$ cat src/rtl/apb_pkg.sv
// Shared types and defaults for the APB requester and its watchdog.
package apb_pkg;

  typedef enum logic [1:0] {
    IDLE   = 2'd0,
    SETUP  = 2'd1,
    ACCESS = 2'd2
  } apb_state_e;

  localparam int TIMEOUT_DEFAULT = 16;

endpackage

$ cat src/rtl/apb_timeout_cnt.sv
// Watchdog counting ACCESS cycles that end with PREADY low; flags the last allowed one.
module apb_timeout_cnt #(
  parameter int TIMEOUT = 16
) (
  input  logic PCLK,
  input  logic PRESETn,
  input  logic clr,
  input  logic inc,
  output logic expired
);

  localparam int CW = (TIMEOUT > 0) ? $clog2(TIMEOUT + 1) : 1;

  logic [CW-1:0] cnt;

  always_ff @(posedge PCLK or negedge PRESETn) begin
    if (!PRESETn) begin
      cnt <= '0;
    end else if (clr) begin
      cnt <= '0;
    end else if (inc) begin
      cnt <= cnt + CW'(1);
    end
  end

  // expired is combinational so the FSM can abort on the same edge that closes the last cycle
  generate
    if (TIMEOUT == 0) begin : g_no_wdog
      assign expired = 1'b0;
    end else begin : g_wdog
      assign expired = inc && (cnt == CW'(TIMEOUT - 1));
    end
  endgenerate

endmodule

$ cat src/rtl/apb_master.sv
// APB3 requester: one valid/ready command becomes one SETUP/ACCESS transfer and one response pulse.
// Command port: a command transfers on a rising edge where cmd_valid && cmd_ready; cmd_valid must hold until then.
module apb_master
  import apb_pkg::*;
#(
  parameter int ADDR_WIDTH = 32,
  parameter int DATA_WIDTH = 32,
  parameter int TIMEOUT    = TIMEOUT_DEFAULT
) (
  input  logic                  PCLK,
  input  logic                  PRESETn,
  input  logic                  cmd_valid,
  output logic                  cmd_ready,
  input  logic                  cmd_write,
  input  logic [ADDR_WIDTH-1:0] cmd_addr,
  input  logic [DATA_WIDTH-1:0] cmd_wdata,
  output logic                  rsp_valid,
  output logic [DATA_WIDTH-1:0] rsp_rdata,
  output logic                  rsp_err,
  output logic                  rsp_timeout,
  output logic                  PSEL,
  output logic                  PENABLE,
  output logic                  PWRITE,
  output logic [ADDR_WIDTH-1:0] PADDR,
  output logic [DATA_WIDTH-1:0] PWDATA,
  input  logic [DATA_WIDTH-1:0] PRDATA,
  input  logic                  PREADY,
  input  logic                  PSLVERR,
  output logic [1:0]            dbg_state
);

  apb_state_e state;
  logic       wdog_expired;

  assign cmd_ready = (state == IDLE);
  assign dbg_state = state;

  apb_timeout_cnt #(.TIMEOUT(TIMEOUT)) u_wdog (
    .PCLK    (PCLK),
    .PRESETn (PRESETn),
    .clr     (state == SETUP),
    .inc     ((state == ACCESS) && !PREADY),
    .expired (wdog_expired)
  );

  always_ff @(posedge PCLK or negedge PRESETn) begin
    if (!PRESETn) begin
      state       <= IDLE;
      PSEL        <= 1'b0;
      PENABLE     <= 1'b0;
      PWRITE      <= 1'b0;
      PADDR       <= '0;
      PWDATA      <= '0;
      rsp_valid   <= 1'b0;
      rsp_rdata   <= '0;
      rsp_err     <= 1'b0;
      rsp_timeout <= 1'b0;
    end else begin
      rsp_valid   <= 1'b0;
      rsp_err     <= 1'b0;
      rsp_timeout <= 1'b0;
      case (state)
        IDLE: begin
          if (cmd_valid) begin
            state  <= SETUP;
            PSEL   <= 1'b1;
            PWRITE <= cmd_write;
            PADDR  <= cmd_addr;
            PWDATA <= cmd_wdata;
          end
        end
        SETUP: begin
          state   <= ACCESS;
          PENABLE <= 1'b1;
        end
        ACCESS: begin
          // PREADY is checked first so a completion on the expiry edge is not lost
          if (PREADY) begin
            state     <= IDLE;
            PSEL      <= 1'b0;
            PENABLE   <= 1'b0;
            rsp_valid <= 1'b1;
            rsp_err   <= PSLVERR;
            rsp_rdata <= PWRITE ? '0 : PRDATA;
          end else if (wdog_expired) begin
            state       <= IDLE;
            PSEL        <= 1'b0;
            PENABLE     <= 1'b0;
            rsp_valid   <= 1'b1;
            rsp_timeout <= 1'b1;
            rsp_rdata   <= '0;
          end
        end
        default: begin
          state   <= IDLE;
          PSEL    <= 1'b0;
          PENABLE <= 1'b0;
        end
      endcase
    end
  end

endmodule

$ cat config.mk
export PLATFORM = sky130hd
export DESIGN_NAME = apb_master
export DESIGN_NICKNAME = d
export VERILOG_FILES = /design/src/rtl/apb_pkg.sv /design/src/rtl/apb_timeout_cnt.sv /design/src/rtl/apb_master.sv
export SDC_FILE = /design/constraint.sdc
export NUM_CORES = 1
export LEC_CHECK = 0
export ABC_CLOCK_PERIOD_IN_PS = 1600
export BUFFER_PORTS_ARGS = -buffer_cell sky130_fd_sc_hd__buf_2
export CORE_UTILIZATION = 42
export CTS_CLUSTER_DIAMETER = 100
export DETAILED_ROUTE_END_ITERATION = 10
export PLACE_DENSITY = 0.76
export SYNTH_ARGS = -nofsm -noshare
export SYNTH_HDL_FRONTEND = slang
export SYNTH_SLANG_ARGS = --single-unit
$ cat constraint.sdc
create_clock -name PCLK -period 1.6 [get_ports PCLK]
set_input_delay 0.32 -clock PCLK [delete_from_list [all_inputs] [get_ports PCLK]]
set_output_delay 0.32 -clock PCLK [all_outputs]
set_load 0.005 [all_outputs]
==> results.sh, run 1 <==
export IMPL_placedCellCount=669
export IMPL_ios=207
export IMPL_critPathRequiredTime_ns=1.87
export IMPL_end_kind="register"
export IMPL_place_gp_congestion=0.813
export IMPL_seq_area_frac_synth=0.611
export IMPL_slew_violations=0
export IMPL_final_common_cell="buf_2"
export IMPL_rsz0062_at_grt="yes"
export IMPL_cts_htree_levels=3
export IMPL_grt_pass1_vias=3299
export IMPL_crit_path_start_kind="register"
export IMPL_synth_top_family_by_area="multiplexers"
export IMPL_synth_distinct_cells=37
export IMPL_fin_crit_ns=1.59
export IMPL_yosysWarningCount=0
export IMPL_avgSynthCellArea_um2=13.3
export IMPL_status="completed"
export IMPL_synth_area_um2=4470
export IMPL_drt_wirelength_per_cell_um=15.6
export IMPL_fin_cells=696
export IMPL_tightest_slew_ns=0.395
export IMPL_critPathMaxFanout=8
export IMPL_timing_fmax_ghz=0.629
export IMPL_die_height_um=105
export IMPL_arrival_ns=1.86
export IMPL_yosys_area_share_adder=0.00560
export IMPL_die_w_um=105
export IMPL_fin_crit_sh=0.993
export IMPL_pre_cts_slack_ns=-0.0753
export IMPL_synth_ff_type="dfrtp_1"
export IMPL_powerDensity_nw_per_um2=1830
export IMPL_hold_class="primary input to register"
export IMPL_grt_antenna_before_repair=0
export IMPL_worstSkewPairLatency_ns=0.37
export IMPL_drive_above_1_share=0.577
export IMPL_synth_xor_area_share=0
export IMPL_core_rowCount=37
export IMPL_diodes=0
export IMPL_port_buffers=206
export IMPL_grt_max_degree=44
export IMPL_p_leak_nw=3.08
export IMPL_cts_inserted_buffers=9
export IMPL_dr_total_vias=3487
export IMPL_area_delta_synth_final_pct=36.5
export IMPL_setup_viol=0
export IMPL_nNetsFinal=659
export IMPL_grt_pass1_wl_um=16500
export IMPL_dr_pass1_iters=4
export IMPL_cts_tree="yes"
export IMPL_cts_buffer_depth=2
export IMPL_synthMuxAreaShare=0.199
export IMPL_ir_worst_vdd_v=0.000885
export IMPL_syn_inst=336
export IMPL_synth_compound_area_frac=0.0930
export IMPL_synth_edf_count=0
export IMPL_dpl_hpwl_um=7420
export IMPL_grt_usage=0.192
export IMPL_async_reset_ff_frac=1.00
export IMPL_ant_nets=0
export IMPL_cts_root_buf="clkbuf_8"
export IMPL_final_cell_mix="buf_2 (205), dfrtp_1 (109), mux2_4 (39)"
export IMPL_drt_iter0_markers=131
export IMPL_gr_total_overflow=0
export IMPL_hold_viol_final=0
export IMPL_coreArea_um2=10300
export IMPL_dieArea_um2=11000
export IMPL_start_util=0.433
export IMPL_synth_seq_cells=109
export IMPL_fillers=826
export IMPL_vias_per_cell=5.01
export IMPL_cap_violations=0
export IMPL_clock_skew_final_ns=0.0141
export IMPL_wl_um=10900
export IMPL_syn_nets=440
export IMPL_drcViolationCount=0
export IMPL_clkSlewWorstSetupHoldPaths_ns=0.11
export IMPL_crit_type="register to register"
export IMPL_finalWorstSetupSlack_ns=0.0104
export IMPL_r2r_setup_slack_ns=0.01
export IMPL_clock_sinks=109
export IMPL_slew_headroom=0.736
export IMPL_yosys_area_share_simple=0.0558
path summary, 6_finish.rpt:
path / from / endpoint / depth (start not counted)
setup / recovery: u_wdog.cnt[1] / rsp_rdata[11] / 6
hold / removal: PRDATA[27] / rsp_rdata[27] / 3
setup reg to reg: u_wdog.cnt[1] / rsp_rdata[11] / 6
hold reg to reg: PWDATA[18] / PWDATA[18] / 1
max in group asynchronous: PRESETn / rsp_rdata[12] / 3
min in group asynchronous: PRESETn / PWDATA[25] / 2
power breakdown:
| part | switching (mW) | internal [mW] | total, mW |
|---|---|---|---|
| combinational | 2.00 | 2.65 | 4.64 |
| sequential | 0.690 | 4.07 | 4.76 |
| clock | 0.980 | 0.749 | 1.73 |
kinds of logic after synthesis:
group                      after synthesis
adders and majority gates                2
buffers and inverters                   28
muxes                                   66
and+or+nand+nor                         54
AOI/OAI and AO/OA                       77
DFF                                    109
routing by layer:
metal | GRT usage | share of wire | vias to the layer above
met2 | 0.313 | 0.49 | 186
met3 | 0.0368 | 0.068 | 15
li1 | - | - | 1612
met4 | 0.0885 | 0.017 | 0
met5 | 0 | 0 | -
met1 | 0.249 | 0.42 | 1674
per-stage QoR:
stage / hold WS (ns) / power (mW) / util / setup TNS [ns] / area (um2)
after floorplan: 0.0244 / 7.24 / - / 0 / 4500
final: 0.163 / 11.1 / 0.590 / 0 / 6090
after CTS: 0.142 / 11.1 / 0.578 / 0 / 5970
after global routing: 0.142 / 11.9 / 0.590 / -0.757 / 6090
after detailed placement: 0.270 / 9.28 / 0.553 / -1.19 / 5710
after global placement: 0.271 / 9.11 / 0.553 / 0 / 5710
cells in the mapped netlist, drive strengths merged, types with 2 or more instances:
library cell,instances,area [um2]
dfrtp,109,2730
nor2,3,13.8
a22o,2,17.5
inv,5,21.3
ha,2,25.0
mux2,65,878
nand3,2,10.0
nor2b,2,12.5
clkbuf,10,40.0
and3,3,23.8
o21ai,67,335
buf,13,98.8
nand2,37,139
cell type report:
cell class / instances / area, um2 / area share
inverter: 5 / 21.3 / 0.00349
tap: 136 / 170 / 0.0279
timing repair buffer: 226 / 1300 / 0.214
multi-input combinational: 204 / 1660 / 0.273
clock inverter: 7 / 83.8 / 0.0138
clock buffer: 9 / 124 / 0.0203
sequential: 109 / 2730 / 0.448
sequential cells by signal, summed over array words and instances, names as in the netlist:
register,count
dbg_state,2
rsp_valid,1
PENABLE,1
PWRITE,1
PSEL,1
rsp_timeout,1
u_wdog.cnt,5
PWDATA,32
rsp_err,1
PADDR,32
rsp_rdata,32
critical path, cell delays in order (launching register included):
cell and delay, ns:
dfrtp_1 0.40, ha_2 0.19, and3_4 0.15, ha_4 0.18, nor2_4 0.22, or2_4 0.24
o21ai_0 0.10
timing repair:
| action | CTS | global route |
|---|---|---|
| gates cloned | 3 | 5 |
| endpoints found under the hold margin | 29 | 0 |
| endpoints found under the setup margin | 32 | 33 |
| gates resized for setup | 9 | 37 |
| hold buffers | 1 | 0 |
| pin swaps | 3 | 9 |
| setup buffers | 0 | 2 |
No activity file was read; power rests on OpenSTA's default activity.
==> run 2, diff against run 1 <==
--- a/config.mk
+++ b/config.mk
@@ -7,10 +7,11 @@
 export LEC_CHECK = 0
 export ABC_CLOCK_PERIOD_IN_PS = 1600
 export BUFFER_PORTS_ARGS = -buffer_cell sky130_fd_sc_hd__buf_2
-export CORE_UTILIZATION = 42
+export CAP_MARGIN = 20
+export CORE_UTILIZATION = 35
 export CTS_CLUSTER_DIAMETER = 100
 export DETAILED_ROUTE_END_ITERATION = 10
-export PLACE_DENSITY = 0.76
+export PLACE_DENSITY = 0.65
 export SYNTH_ARGS = -nofsm -noshare
 export SYNTH_HDL_FRONTEND = slang
 export SYNTH_SLANG_ARGS = --single-unit
==> run 2 against run 1 <==
Global-route usage is 2.7 points lower. Total power is 4.6% higher. Sequential cell count stayed put. Clock skew is 0.0081 ns lower. Utilization is 7.7 points lower. Die area is 20% higher. Via count is 0.40% lower.
==> results.sh, run 2 (same netlist as run 1, synthesis figures left out) <==
export IMPL_status="completed"
export IMPL_drcViolationCount=0
export IMPL_ant_nets=0
export IMPL_rsz0062_at_grt="yes"
export IMPL_grt_max_degree=53
export IMPL_finalWorstSetupSlack_ns=0.0223
export IMPL_timing_rr_start="u_wdog.cnt[1]"
export IMPL_fin_cells=733
export IMPL_comb_power_share=0.411
export IMPL_p_switching_mw=3.69
export IMPL_core_rowCount=40
export IMPL_seqPwrFrac=0.411
export IMPL_powerDensity_nw_per_um2=1860
export IMPL_min_to="rsp_rdata[10]"
export IMPL_dr_pass1_iters=4
export IMPL_tightest_slew_ns=0.303
export IMPL_hold_viol_final=0
export IMPL_dieArea_um2=13200
export IMPL_cp_top_family="simple AND/OR/NAND/NOR gates"
export IMPL_vias_per_cell=4.74
export IMPL_diodes=0
export IMPL_area_delta_synth_final_pct=40.4
export IMPL_setup_tns_ns=0
export IMPL_placedCellCount=707
export IMPL_arrival_ns=1.84
export IMPL_r2r_cells=7
export IMPL_setup_viol=0
export IMPL_r2r_setup_slack_ns=0.02
export IMPL_port_buffers=206
export IMPL_coreArea_um2=12200
export IMPL_drive_above_1_share=0.595
export IMPL_cts_root_buf="clkbuf_16"
export IMPL_switching_share=0.317
export IMPL_fin_crit_ns=1.58
export IMPL_start_util=0.366
export IMPL_hold_path_depth=3
export IMPL_crit_path_start_kind="register"
export IMPL_grt_antenna_before_repair=0
export IMPL_slew_violations=0
export IMPL_critPathMaxFanout=8
export IMPL_dr_total_vias=3473
export IMPL_slowest_stage="dfrtp_1"
export IMPL_final_common_cell="buf_2"
export IMPL_power_frac_clock=0.177
export IMPL_ios=207
export IMPL_hold_class="primary input to register"
export IMPL_worstSkewPairLatency_ns=0.34
export IMPL_final_util=0.513
export IMPL_grt_usage=0.165
export IMPL_critPathMaxStageDelay_ns=0.36
export IMPL_slew_headroom=0.797
export IMPL_min_from="PRDATA[10]"
export IMPL_fillers=1136
export IMPL_pre_cts_slack_ns=-0.0563
export IMPL_end_kind="register"
export IMPL_critPathRequiredTime_ns=1.86
export IMPL_p_int_mw=7.96
export IMPL_wl_um=11100
export IMPL_cap_violations=0
export IMPL_place_area_um2=5800
export IMPL_reg_top3="PADDR: 32 flops, PWDATA: 32 flops, rsp_rdata: 32 flops"
export IMPL_die_w_um=115
export IMPL_reg2reg_to="rsp_rdata[26]"
export IMPL_place_gp_congestion=0.781
export IMPL_clkSlewWorstSetupHoldPaths_ns=0.07
export IMPL_crit_type="register to register"
export IMPL_cts_tree="yes"
export IMPL_fin_crit_sh=0.986
export IMPL_timing_fmax_ghz=0.634
export IMPL_p_leak_nw=3.15
export IMPL_drt_iter0_markers=166
export IMPL_cts_buffer_depth=2
export IMPL_ir_worst_vdd_v=0.000758
export IMPL_grt_pass1_vias=3459
export IMPL_drt_wirelength_per_cell_um=15.2
export IMPL_path_cells="ha_2 -> and3_4 -> ha_4 -> nor2_4 -> buf_12 -> or2_4 -> o21ai_1"
export IMPL_clock_skew_final_ns=0.00601
export IMPL_cts_htree_levels=3
export IMPL_die_height_um=115
export IMPL_gr_total_overflow=0
export IMPL_final_cell_mix="buf_2 (205), dfrtp_1 (109), o21ai_1 (41)"
export IMPL_cp_num_buf_inv=1
export IMPL_fin_area_um2=6270
export IMPL_grt_pass1_wl_um=17000
export IMPL_nNetsFinal=664
export IMPL_cts_inserted_buffers=9
export IMPL_dpl_hpwl_um=7490
export IMPL_clock_sinks=109
## run 2: cell count changes in the layout (fill, tap and decap cells not counted), moves of 3 or more
cell	change
clkinv_4	-3
clkbuf_8	-7
o21ai_2	+10
o21ai_1	+10
o21ai_0	-20
buf_4	+6
clkbuf_16	+8
clkinv_2	+3
## run 2: through the flow
step | hold slack [ns] | power (mW)
6_report | 0.206 | 11.7
5_1_grt | 0.199 | 12.5
4_1_cts | 0.194 | 11.5
3_5_place_dp | 0.204 | 9.35
3_3_place_gp | 0.202 | 9.20
2_1_floorplan | 0.0244 | 7.24
## run 2: what timing repair did
action,CTS,global route
pin swaps,1,12
cloned,2,4
hold buffers,1,0
endpoints found under the setup margin,32,35
buffers inserted,0,3
resized for setup,3,71
endpoints found under the hold margin,15,0
## run 2: final cells by class
cell class                      instances  area [um2]  share of cell area
Sequential cell                       109        2730               0.435
Multi-Input combinational cell        203        1690               0.269
Timing Repair Buffer                  232        1340               0.214
Clock buffer                           12         256              0.0409
Tap cell                              168         210              0.0335
Clock inverter                          4        22.5             0.00359
Inverter                                5        21.3             0.00339
## run 2: routing by layer
metal | global-route usage | wire length, um | vias to the layer above
met5 | 0 | 0 | -
met4 | 0.0667 | 156 | 0
met3 | 0.0395 | 734 | 13
met2 | 0.271 | 5450 | 139
met1 | 0.210 | 4770 | 1703
li1 | - | - | 1618
## run 2: power groups by stage
| stage | Sequential [mW] | Clock (mW) | Combinational [mW] |
|---|---|---|---|
| after floorplan | 4.90 | 0 | 2.34 |
| after global placement | 4.75 | 0 | 4.46 |
| after detailed placement | 4.81 | 0 | 4.55 |
| after CTS | 4.79 | 2.15 | 4.60 |
| after global routing | 4.95 | 2.25 | 5.27 |
| final | 4.79 | 2.07 | 4.79 |
## run 2: how the worst max path moves through the flow
stage	end	depth (start not counted)	slack, ns	startpoint
after global placement	rsp_rdata[20]	6	0.008	u_wdog.cnt[0]
after CTS	rsp_rdata[22]	7	-0.009	u_wdog.cnt[0]
after floorplan	rsp_rdata[15]	7	0.02	u_wdog.cnt[0]
after detailed placement	rsp_rdata[12]	6	-0.06	u_wdog.cnt[0]
after global routing	rsp_rdata[23]	8	-0.05	u_wdog.cnt[1]
final	rsp_rdata[26]	7	0.02	u_wdog.cnt[1]
## run 2: tightest hold or removal path: cells and delay by family
kind | cells | cell delay (ns)
buffers and inverters | 1 | 0.10
AOI/OAI and AO/OA | 1 | 0.05
and+or+nand+nor | 1 | 0.05
